<file path="config.mk">
export PLATFORM = sky130hd
export DESIGN_NAME = adc_block_averager
export DESIGN_NICKNAME = d
export VERILOG_FILES = /design/src/rtl/adc_block_averager.sv
export SDC_FILE = /design/constraint.sdc
export NUM_CORES = 1
export LEC_CHECK = 0
export CORE_MARGIN = 8
export CORE_UTILIZATION = 40
export CTS_CLUSTER_DIAMETER = 200
export DETAILED_ROUTE_END_ITERATION = 7
export PLACE_DENSITY = 0.56
export SYNTH_ARGS = -nofsm -noshare
export SYNTH_HDL_FRONTEND = slang
export SYNTH_SLANG_ARGS = --single-unit
</file>
<file path="constraint.sdc">
create_clock -name clk -period 3.5 [get_ports clk]
set_input_delay 0.7 -clock clk [delete_from_list [all_inputs] [get_ports clk]]
set_output_delay 0.7 -clock clk [all_outputs]
set_load 0.02 [all_outputs]
</file>
<file path="src/rtl/adc_block_averager.sv">
`default_nettype none
// ============================================================================
// Module  : adc_block_averager
// Purpose : Boxcar-averages blocks of 2^k signed ADC samples and presents each
//           mean with a stretched valid strobe; flags over-range codes.
// Revision: 1.0 - initial release
// ============================================================================
module adc_block_averager #(
    parameter int ADC_WIDTH    = 18,
    parameter int LOG2_MAX_AVG = 10,
    parameter int VALID_CYCLES = 4
) (
    input  logic                        clk,
    input  logic                        resetn,
    input  logic                        enable,
    input  logic [3:0]                  log2_avg,
    input  logic                        in_valid,
    input  logic signed [ADC_WIDTH-1:0] in_data,
    input  logic                        clear_ovr,
    output logic signed [ADC_WIDTH-1:0] adc_data,
    output logic                        adc_valid,
    output logic                        overrange
);

    localparam int c_ACC_W  = ADC_WIDTH + LOG2_MAX_AVG;
    localparam int c_CNT_W  = LOG2_MAX_AVG + 1;
    localparam int c_HOLD_W = $clog2(VALID_CYCLES + 1);
    localparam logic [3:0]                  c_K_MAX     = 4'(LOG2_MAX_AVG);
    localparam logic [c_HOLD_W-1:0]         c_HOLD_LOAD = c_HOLD_W'(VALID_CYCLES);
    localparam logic signed [ADC_WIDTH-1:0] c_CODE_MAX  = {1'b0, {(ADC_WIDTH-1){1'b1}}};
    localparam logic signed [ADC_WIDTH-1:0] c_CODE_MIN  = {1'b1, {(ADC_WIDTH-1){1'b0}}};

    typedef enum logic [1:0] {
        ST_IDLE = 2'd0,
        ST_HOLD = 2'd1,
        ST_GAP  = 2'd2
    } state_t;

    state_t                      state_q;
    logic [c_HOLD_W-1:0]         hold_q;
    logic signed [c_ACC_W-1:0]   acc_q, acc_d;
    logic [c_CNT_W-1:0]          cnt_q, cnt_d;
    logic [3:0]                  k_q, k_d;
    logic signed [ADC_WIDTH-1:0] data_q;
    logic                        valid_q;
    logic                        ovr_q;

    logic [3:0]                  w_k_req;
    logic [3:0]                  w_k;
    logic signed [c_ACC_W-1:0]   w_sum;
    logic [c_CNT_W-1:0]          w_cnt_inc;
    logic [c_CNT_W-1:0]          w_target;
    logic                        w_done;
    logic                        w_ovr_code;
    logic signed [ADC_WIDTH-1:0] w_mean;

    // k is only sampled from the port when a block starts (counter at zero).
    always_comb begin
        w_k_req    = (log2_avg > c_K_MAX) ? c_K_MAX : log2_avg;
        w_k        = (cnt_q == '0) ? w_k_req : k_q;
        w_sum      = acc_q + $signed({{LOG2_MAX_AVG{in_data[ADC_WIDTH-1]}}, in_data});
        w_cnt_inc  = cnt_q + c_CNT_W'(1);
        w_target   = c_CNT_W'(1) << w_k;
        w_done     = enable && in_valid && (w_cnt_inc == w_target);
        w_mean     = ADC_WIDTH'(w_sum >>> w_k);
        w_ovr_code = in_valid && ((in_data == c_CODE_MAX) || (in_data == c_CODE_MIN));

        acc_d = acc_q;
        cnt_d = cnt_q;
        k_d   = k_q;
        if (!enable) begin
            acc_d = '0;
            cnt_d = '0;
        end else if (in_valid) begin
            k_d = w_k;
            if (w_done) begin
                acc_d = '0;
                cnt_d = '0;
            end else begin
                acc_d = w_sum;
                cnt_d = w_cnt_inc;
            end
        end
    end

    always_ff @(posedge clk or negedge resetn) begin
        if (!resetn) begin
            acc_q   <= '0;
            cnt_q   <= '0;
            k_q     <= '0;
            data_q  <= '0;
            valid_q <= 1'b0;
            ovr_q   <= 1'b0;
            hold_q  <= '0;
            state_q <= ST_IDLE;
        end else begin
            acc_q <= acc_d;
            cnt_q <= cnt_d;
            k_q   <= k_d;

            if (w_done) begin
                data_q <= w_mean;
            end

            if (w_ovr_code) begin
                ovr_q <= 1'b1;
            end else if (clear_ovr) begin
                ovr_q <= 1'b0;
            end

            // A result landing in HOLD forces a one-cycle low so the
            // downstream edge detector still sees a distinct rising edge.
            if (!enable) begin
                state_q <= ST_IDLE;
                valid_q <= 1'b0;
                hold_q  <= '0;
            end else begin
                case (state_q)
                    ST_IDLE: begin
                        if (w_done) begin
                            state_q <= ST_HOLD;
                            valid_q <= 1'b1;
                            hold_q  <= c_HOLD_LOAD;
                        end
                    end
                    ST_HOLD: begin
                        if (w_done) begin
                            state_q <= ST_GAP;
                            valid_q <= 1'b0;
                        end else if (hold_q == c_HOLD_W'(1)) begin
                            state_q <= ST_IDLE;
                            valid_q <= 1'b0;
                        end else begin
                            hold_q <= hold_q - c_HOLD_W'(1);
                        end
                    end
                    ST_GAP: begin
                        state_q <= ST_HOLD;
                        valid_q <= 1'b1;
                        hold_q  <= c_HOLD_LOAD;
                    end
                    default: begin
                        state_q <= ST_IDLE;
                        valid_q <= 1'b0;
                    end
                endcase
            end
        end
    end

    assign adc_data  = data_q;
    assign adc_valid = valid_q;
    assign overrange = ovr_q;

endmodule
`default_nettype wire

</file>
==> metrics.cfg, run 1 <==
[final_layout]
mostFrequentLayoutCells = buf_4 (209), nand2_1 (94), nor2_1 (74)
area_growth_pct = 45.0
diodes = 0
fin_area_sq_um = 9670
drive_above_1_share_pct = 31.0
nNetsFinal = 1134
layout_commonest_cell = buf_4
fin_util_pct = 58.8

[yosys]
synth_nets = 914
synth_edf_count = 0
netlist_top_cells_area = dfrtp_1 (25%), ha_1 (5.8%), nand2_1 (5.3%)
async_flop_share_pct = 100
avgSynthCellArea_sq_um = 7.81
ys_types = 86
synth_top_area_cell = dfrtp_1
ys_warn_count = 0
syn_inst = 855
ys_seq_area_share_pct = 25.1
synth-seq-cells = 67
synth_top_flop_cell = dfrtp_1
yosysTopAreaCellShare_pct = 25.1
netlist_area_sq_um = 6670

[placement]
gp_congestion = 0.891
port_buffers = 46
place_ws_ps = -594
placed_area_sq_um = 8790
place_hpwl_mm = 19.9

[timing]
tightest_slew_ps = 820
relSlewSlack_pct = 45.3
min_period_ps = 3420
max_freq_ghz = 0.292
worst_slack_ps = 77.7
finalHoldViolCount = 0
setup_viol_count_final = 0
skew_ps = 5.94
tns_ps = 0
slew_violations = 0
finalCritPeriodShare_pct = 97.8
rsz0062_at_grt = true

[global_routing]
grt_max_degree = 39
grt_pass1_wl_mm = 42.2
grt_util_met1_pct = 30.6
globalRoute.totalOverflow = 0
antenna_found_initial = 0
first_global_vias = 7933
grt_util_met3_pct = 3.82
track_usage_pct = 24.5
met2_usage_pct = 41.8
grt_busiest_layer = met2

[clock_tree]
cts_buffers = 9
cts_hold_buffers = 0
cts_root_buf = clkbuf_16
ctsHtreeMaxLevel = 3
worstSkewPairLatency_ps = 350
cts.sinks = 67
clockBufferDepth = 2
clk_pin_slew_worst_paths_ps = 60
cts_tree = yes

[drt]
vias = 7844
routed_via_density = 6.03
ant_nets = 0
post-route-drc-count = 0
first_pass_iters = 5
drt_iter0_drc = 474
wl_per_cell_um = 20.4
routed_wirelength_mm = 26.5

[floorplanning]
dieWidth_um = 145
rows = 47
start_util_pct = 40.5
die_area_sq_um = 21100
ios = 47
core_area_sq_um = 16500
die-height_um = 145

[setup_path]
crit_type = in -> reg
arrival_ps = 3690
r2r_slack_ps = 230
r2r_cells = 14
required_ps = 3770
crit_fanout = 8
start_kind = primary input
r2r_start = cnt_q[0]
r2r_end = cnt_q[3]
end_kind = flip-flop

[power_and_ir_drop]
total_power_uw = 5660
switching_share_pct = 43.0
p_per_area_nw_per_um2 = 585
p_leak_uw = 0.00421
vdd_drop_max_uv = 304
p_sw_uw = 2430
seqPwrFrac_pct = 19.3
p_int_uw = 3230
p_comb_share_pct = 62.6
power_frac_clock_pct = 18.1

[min_path]
hp-class = in -> async

[run_status]
status = finished clean

[flow_run]
drv_cap = 0

## power groups by stage
stage / sequential (uW) / combinational, uW / clock [uW]
after global placement: 1090 / 3170 / 0
after CTS: 1080 / 3270 / 1040
after detailed placement: 1090 / 3200 / 0
after floorplan: 1160 / 1600 / 0
after global routing: 1110 / 3810 / 1080
final: 1090 / 3540 / 1020
## state kept, by name, summed over array words and instances (netlist names)
signal,cells
state_q,1
acc_q,28
overrange,1
hold_q,3
adc_data,18
k_q,4
cnt_q,11
adc_valid,1
## logic make-up (layout without fill, tap and decap cells)
| kind of cell | Yosys count | after routing | synth area share [%] |
|---|---|---|---|
| compound gates | 322 | 322 | 33.4 |
| simple gates | 318 | 319 | 23.7 |
| buf+inv | 70 | 294 | 4.78 |
| flops | 67 | 67 | 25.1 |
| fa+ha+maj | 32 | 32 | 6.11 |
| mux | 25 | 25 | 4.11 |
| xor+xnor | 21 | 21 | 2.76 |
## synthesized netlist by cell type (all sizes together), types with 5 or more instances
cell      n
xnor2    11
o22ai     5
mux2i    15
a211oi   30
nand2    96
and2      7
xor2     10
nand4    14
a2111oi   5
a311oi    5
o2111ai   8
nor2b     9
and4      5
ha       31
a22o     21
nand2b    9
a22oi     5
and3      7
buf      18
clkbuf   36
dfrtp    67
nand3    27
o32ai     5
inv      16
o21ai    70
a32oi     5
nor4     13
a21o     14
a31oi    17
o311ai    5
nor2     74
nor3     30
o211ai   16
o21a      6
or2       7
a21oi    58
o31ai     7
mux2      9
## critical path: stages
cell	delay, ps
clkdlybuf4s50_1	430
ha_1	370
buf_4	170
and3_2	270
a22o_1	260
a211oi_2	240
o211ai_1	280
mux4_2	590
nor2_1	100
o21ai_0	90
a31oi_1	190
## worst max-delay path by stage
stage | from | to | cells past startpoint
final | in_data[13] | adc_data[3] | 11
after global routing | in_data[14] | adc_data[13] | 12
after CTS | in_data[1] | adc_data[15] | 13
after detailed placement | in_data[0] | adc_data[15] | 15
after global placement | in_data[0] | adc_data[15] | 15
after floorplan | in_data[0] | adc_data[15] | 12
## metal layers
| metal | wire, um | up-vias |
|---|---|---|
| met2 | 12900 | 197 |
| met4 | 728 | 0 |
| li1 | - | 3743 |
| met1 | 11700 | 3855 |
| met3 | 1120 | 49 |
| met5 | 0 | - |
## layout make-up
cell class                 count  area (sq um)
clock buffer                   9           225
fill                        1522          6790
multi-input combinational    719          5160
inverter                      16          60.1
sequential                    67          1680
clock inverter                 7          98.8
tap                          220           275
timing repair buffer         262          2170
## through the flow
stage | instances | hold slack, ps
4_1_cts | 1293 | 457
2_1_floorplan | 855 | 404
6_report | 1300 | 439
3_3_place_gp | 1274 | 467
5_1_grt | 1300 | 509
3_5_place_dp | 1274 | 479
## timing repair
action	4_1_cts	5_1_grt
pin swaps	9	27
gates resized for setup	23	86
endpoints found under the hold margin	0	0
setup buffers	3	6
endpoints found under the setup margin	18	43
cloned	0	1
No activity file was read; power rests on OpenSTA's default activity.
==> run 2, diff against run 1 <==
--- a/config.mk
+++ b/config.mk
@@ -5,11 +5,11 @@
 export SDC_FILE = /design/constraint.sdc
 export NUM_CORES = 1
 export LEC_CHECK = 0
-export CORE_MARGIN = 8
+export CORE_MARGIN = 2
 export CORE_UTILIZATION = 40
 export CTS_CLUSTER_DIAMETER = 200
 export DETAILED_ROUTE_END_ITERATION = 7
-export PLACE_DENSITY = 0.56
+export PLACE_DENSITY = 0.58
 export SYNTH_ARGS = -nofsm -noshare
 export SYNTH_HDL_FRONTEND = slang
 export SYNTH_SLANG_ARGS = --single-unit
==> constraint.sdc (replaced) <==
create_clock -name clk -period 2.9 [get_ports clk]
set_input_delay 0.58 -clock clk [delete_from_list [all_inputs] [get_ports clk]]
set_output_delay 0.58 -clock clk [all_outputs]
set_load 0.02 [all_outputs]
==> metrics.cfg, run 2 (synthesis gave the netlist of run 1 again) <==
[run_status]
status = finished, violations left  ; was finished clean
violations = setup timing

[floorplanning]
core_area_sq_um = 16500  ; unchanged
die_area_sq_um = 17700  ; was 21100 sq um
ios = 47  ; unchanged
dieWidth_um = 133  ; was 145 um
rows = 47  ; unchanged
die-height_um = 133  ; was 145 um
start_util_pct = 40.5  ; unchanged

[final_layout]
top_register = acc_q  ; unchanged
final_cells = 1362  ; was 1300
mostFrequentLayoutCells = buf_4 (248), nand2_1 (86), dfrtp_1 (67)  ; was buf_4 (209), nand2_1 (94), nor2_1 (74)
area_growth_pct = 64.0  ; was 45.0%
nNetsFinal = 1196  ; was 1134
diodes = 0  ; unchanged
drive_above_1_share_pct = 43.8  ; was 31.0%
largest_reg_flops = 28  ; unchanged
layout_commonest_cell = buf_4  ; unchanged

[setup_path]
crit_type = reg -> reg  ; was in -> reg
required_ps = 3160  ; was 3770 ps
start_kind = flip-flop  ; was primary input
arrival_ps = 3360  ; was 3690 ps
crit_fanout = 8  ; unchanged
end_kind = flip-flop  ; unchanged

[power_and_ir_drop]
total_power_uw = 7430  ; was 5660 uW
p_leak_uw = 0.00460  ; was 0.00421 uW
p_per_area_nw_per_um2 = 679  ; was 585 nW/um^2
vdd_drop_max_uv = 357  ; was 304 uV

[min_path]
hp-class = in -> async  ; unchanged

[timing]
worst_slack_ps = -197  ; was 77.7 ps
rsz0062_at_grt = true  ; unchanged
finalHoldViolCount = 0  ; unchanged
finalCritPeriodShare_pct = 107
min_period_ps = 3100
slew_violations = 0  ; unchanged
skew_ps = 8.98  ; was 5.94 ps
max_freq_ghz = 0.323
tightest_slew_ps = 802  ; was 820 ps
setup_viol_count_final = 60  ; was 0
relSlewSlack_pct = 46.5  ; was 45.3%

[drt]
vias = 8346  ; was 7844
wl_per_cell_um = 21.0  ; was 20.4 um
drt_iter0_drc = 615  ; was 474
first_pass_iters = 6  ; was 5
ant_nets = 0  ; unchanged
routed_wirelength_mm = 28.6  ; was 26.5 mm
routed_via_density = 6.13  ; was 6.03
post-route-drc-count = 0  ; unchanged

[clock_tree]
worstSkewPairLatency_ps = 350  ; about the same
clockBufferDepth = 2  ; unchanged
cts.sinks = 67  ; unchanged
ctsHtreeMaxLevel = 3  ; unchanged
cts_root_buf = clkbuf_16  ; unchanged
cts_tree = yes  ; unchanged
cts_buffers = 9  ; unchanged
cts_hold_buffers = 0  ; unchanged
clk_pin_slew_worst_paths_ps = 60  ; about the same

[placement]
place_hpwl_mm = 20.4  ; was 19.9 mm
place_inst = 1301  ; was 1274
gp_congestion = 0.921  ; was 0.891
port_buffers = 46  ; unchanged

[global_routing]
globalRoute.totalOverflow = 0  ; unchanged
grt_max_degree = 39  ; unchanged
grt_pass1_wl_mm = 45.3  ; was 42.2 mm
first_global_vias = 8491  ; was 7933
track_usage_pct = 32.2  ; was 24.5%
antenna_found_initial = 0  ; unchanged

[flow_run]
drv_cap = 0  ; unchanged

[run 2: repair_timing]
action / CTS / global route
gates cloned: 5 / 1
buffers inserted: 29 / 10
resized for setup: 195 / 54
setup endpoints to repair: 61 / 61
pin swaps: 68 / 22
[run 2: path summary, 6_finish.rpt]
path / startpoint / end / slack (ps) / cells after the start
max: cnt_q[1] / cnt_q[6] / -200 / 13
min: resetn / acc_q[0] / 310 / 1
max reg2reg: cnt_q[1] / cnt_q[6] / -200 / 13
min reg2reg: adc_data[7] / adc_data[7] / 490 / 2
max in group asynchronous: resetn / adc_data[14] / 1890 / 2
min in group clk: adc_data[7] / adc_data[7] / 490 / 2
[run 2: metrics by stage]
step | utilization (%) | cell area (sq um) | setup TNS, ps | setup WS (ps) | hold slack, ps
finish | 66.5 | 10900 | -8290 | -197 | 314
global route | 66.5 | 10900 | -16630 | -337 | 384
CTS | 64.5 | 10600 | -6000 | -184 | 335
detailed placement | 56.1 | 9230 | -23530 | -963 | 480
global placement | 56.1 | 9230 | -20970 | -906 | 471
floorplan | - | 6960 | -16.5 | -13.3 | 284
[run 2: cell type report]
class,instances,area (sq um)
Tap cell,220,275
Inverter,16,60.1
Timing Repair Buffer,324,2810
Multi-Input combinational cell,719,5810
Clock buffer,11,253
Clock inverter,5,60.1
Sequential cell,67,1680
Fill cell,1365,5520
[run 2: per-layer routing]
metal / vias up / global-route usage, % / routed length (um)
met5: - / 0 / 0
met4: 0 / 13.8 / 1050
met3: 68 / 3.01 / 1250
met2: 282 / 55.8 / 14100
met1: 4120 / 41.1 / 12200
li1: 3876 / - / -
[run 2: worst max-delay path: stages, from the launching register on]
cell,delay [ps]
dfrtp_1,380
inv_2,80
ha_4,140
or4b_4,490
o31ai_4,380
o22a_1,250
nor4b_2,70
a311oi_1,310
a211oi_2,80
buf_6,160
a21oi_4,220
buf_12,170
a31oi_1,80
a31oi_1,190
[run 2: power by group]
group / internal, uW / switching (uW) / total [uW]
Sequential: 1140 / 191 / 1330
Combinational: 2370 / 2540 / 4910
Clock: 717 / 482 / 1200
Total: 4220 / 3210 / 7430
==> run 3, diff against run 2 <==
--- a/config.mk
+++ b/config.mk
@@ -7,8 +7,9 @@
 export LEC_CHECK = 0
 export CORE_MARGIN = 2
 export CORE_UTILIZATION = 40
-export CTS_CLUSTER_DIAMETER = 200
+export CTS_CLUSTER_DIAMETER = 40
 export DETAILED_ROUTE_END_ITERATION = 7
+export GPL_ROUTABILITY_DRIVEN = 0
 export PLACE_DENSITY = 0.58
 export SYNTH_ARGS = -nofsm -noshare
 export SYNTH_HDL_FRONTEND = slang
==> metrics.cfg, run 3 (synthesis gave the netlist of run 1 again) <==
[setup_path]
arrival_ps = 3390  ; was 3360 ps
required_ps = 3130  ; was 3160 ps
crit_type = reg -> reg  ; unchanged
end_kind = flip-flop  ; unchanged
start_kind = flip-flop  ; unchanged
crit_fanout = 6  ; was 8

[final_layout]
mostFrequentLayoutCells = buf_4 (264), nand2_1 (89), nor2_1 (67), dfrtp_1 (67), a21oi_1 (36)  ; was buf_4 (248), nand2_1 (86), dfrtp_1 (67)
layout_commonest_cell = buf_4  ; unchanged
fin_util_pct = 65.2  ; was 66.5%
drive_above_1_share_pct = 43.0  ; was 43.8%
fillers = 1350  ; was 1365
largest_reg_flops = 28  ; unchanged
diodes = 0  ; unchanged
area_growth_pct = 60.9  ; was 64.0%
top_register = acc_q  ; unchanged
nNetsFinal = 1206  ; was 1196
fin_area_sq_um = 10700  ; was 10900 sq um

[clock_tree]
cts_root_buf = clkbuf_16  ; unchanged
cts_tree = yes  ; unchanged
ctsHtreeMaxLevel = 3  ; unchanged
cts.sinks = 67  ; unchanged
cts_hold_buffers = 0  ; unchanged
worstSkewPairLatency_ps = 350  ; about the same
clk_pin_slew_worst_paths_ps = 60  ; about the same
cts_buffers = 9  ; unchanged
clockBufferDepth = 2  ; unchanged

[global_routing]
antenna_found_initial = 0  ; unchanged
first_global_vias = 8387  ; was 8491
grt_pass1_wl_mm = 43.6  ; was 45.3 mm
grt_util_met1_pct = 38.6  ; was 41.1%
globalRoute.totalOverflow = 0  ; unchanged
met2_usage_pct = 53.1  ; was 55.8%
track_usage_pct = 30.6  ; was 32.2%
grt_max_degree = 39  ; unchanged
grt_busiest_layer = met2  ; unchanged
grt_util_met3_pct = 3.84  ; was 3.01%

[run_status]
status = finished, violations left  ; unchanged
violations = setup timing  ; unchanged

[drt]
drt_iter0_drc = 568  ; was 615
wl_per_cell_um = 20.3  ; was 21.0 um
first_pass_iters = 5  ; was 6
routed_via_density = 6.11  ; was 6.13
routed_wirelength_mm = 27.8  ; was 28.6 mm
vias = 8381  ; was 8346
ant_nets = 0  ; unchanged
post-route-drc-count = 0  ; unchanged

[power_and_ir_drop]
p_int_uw = 4010  ; was 4220 uW
seqPwrFrac_pct = 18.4  ; was 17.8%
p_per_area_nw_per_um2 = 667  ; was 679 nW/um^2
power_frac_clock_pct = 14.5  ; was 16.1%
p_sw_uw = 3150  ; was 3210 uW
p_comb_share_pct = 67.1  ; was 66.0%
total_power_uw = 7160  ; was 7430 uW
vdd_drop_max_uv = 416  ; was 357 uV
p_leak_uw = 0.00456  ; was 0.00460 uW
switching_share_pct = 44.1  ; was 43.2%

[floorplanning]
die-height_um = 133  ; unchanged
core_area_sq_um = 16500  ; unchanged
rows = 47  ; unchanged
die_area_sq_um = 17700  ; unchanged
dieWidth_um = 133  ; unchanged
start_util_pct = 40.5  ; unchanged
ios = 47  ; unchanged

[timing]
finalCritPeriodShare_pct = 109  ; was 107%
skew_ps = 6.78  ; was 8.98 ps
worst_slack_ps = -255  ; was -197 ps
rsz0062_at_grt = true  ; unchanged
max_freq_ghz = 0.317  ; was 0.323 GHz
tightest_slew_ps = 835  ; was 802 ps
slew_violations = 0  ; unchanged
min_period_ps = 3160  ; was 3100 ps
relSlewSlack_pct = 44.3  ; was 46.5%
whs_ps = 336  ; was 314 ps
finalHoldViolCount = 0  ; unchanged
setup_viol_count_final = 61  ; was 60

[min_path]
hp-class = in -> async  ; unchanged

[flow_run]
drv_cap = 0  ; unchanged

[placement]
place_hpwl_mm = 20.0  ; was 20.4 mm
port_buffers = 46  ; unchanged
placed_area_sq_um = 9210  ; was 9230 sq um

run 3: cell count changes in the layout (fill, tap and decap cells not counted), sizes merged:
cell           previous run  this run
buf                     279       288
clkbuf                   12        20
dlygate4sd2              15         7
clkinvlp                  1         3
bufinv                    1         0
clkdlybuf4s15             2         1
nand3                    27        28
run 3: critical path: stages (launching register included):
cell and delay, ps:
dfrtp_1 420, or4_1 620, o31ai_4 360, buf_4 180
o22ai_2 70, o21bai_1 200, a311oi_2 140, a211oi_2 170
buf_4 180, buf_4 120, a21oi_4 90, clkbuf_16 180
buf_4 130, a22o_1 170
run 3: power by group through the flow:
| stage | sequential [uW] | clock [uW] | combinational, uW |
|---|---|---|---|
| after floorplan | 1400 | 0 | 2090 |
| after detailed placement | 1310 | 0 | 3980 |
| final | 1320 | 1040 | 4800 |
| after global routing | 1340 | 1100 | 5100 |
| after CTS | 1320 | 1060 | 4410 |
| after global placement | 1300 | 0 | 3920 |
run 3: worst paths after layout:
| path | to | slack (ps) | start | depth (start not counted) |
|---|---|---|---|---|
| worst max register to register | acc_q[4] | -260 | cnt_q[7] | 13 |
| worst min register to register | adc_data[2] | 510 | adc_data[2] | 2 |
| worst min-delay path | acc_q[9] | 340 | resetn | 1 |
| worst max-delay path | acc_q[4] | -260 | cnt_q[7] | 13 |
| min in group clk | adc_data[2] | 510 | adc_data[2] | 2 |
| max in group asynchronous | adc_data[10] | 1860 | resetn | 2 |
run 3: repair_timing:
item	CTS	global route
buffers inserted	23	26
gates resized for setup	163	70
pin swaps	57	49
cloned	3	2
endpoints found under the setup margin	61	61
run 3: area by class of cell:
cell class,count,area [sq um],share of cell area [%]
Clock buffer,10,229,2.13
Clock inverter,6,41.3,0.384
Inverter,16,60.1,0.559
Multi-Input combinational cell,720,5730,53.3
Sequential cell,67,1680,15.6
Tap cell,220,275,2.56
Timing Repair Buffer,333,2730,25.4
run 3: through the flow:
step                      cells  worst slack, ps  setup TNS, ps
after floorplan             855            -13.3          -16.5
after global placement     1303             -966         -21520
after detailed placement   1303            -1060         -26430
after CTS                  1345             -248          -8600
after global routing       1372             -338         -14300
final                      1372             -255          -9000
run 3: per-layer routing:
metal / up-vias / routed length [um]
li1: 3874 / -
met1: 4080 / 11600
met2: 337 / 13500
met3: 90 / 1500
met4: 0 / 1180
met5: - / 0
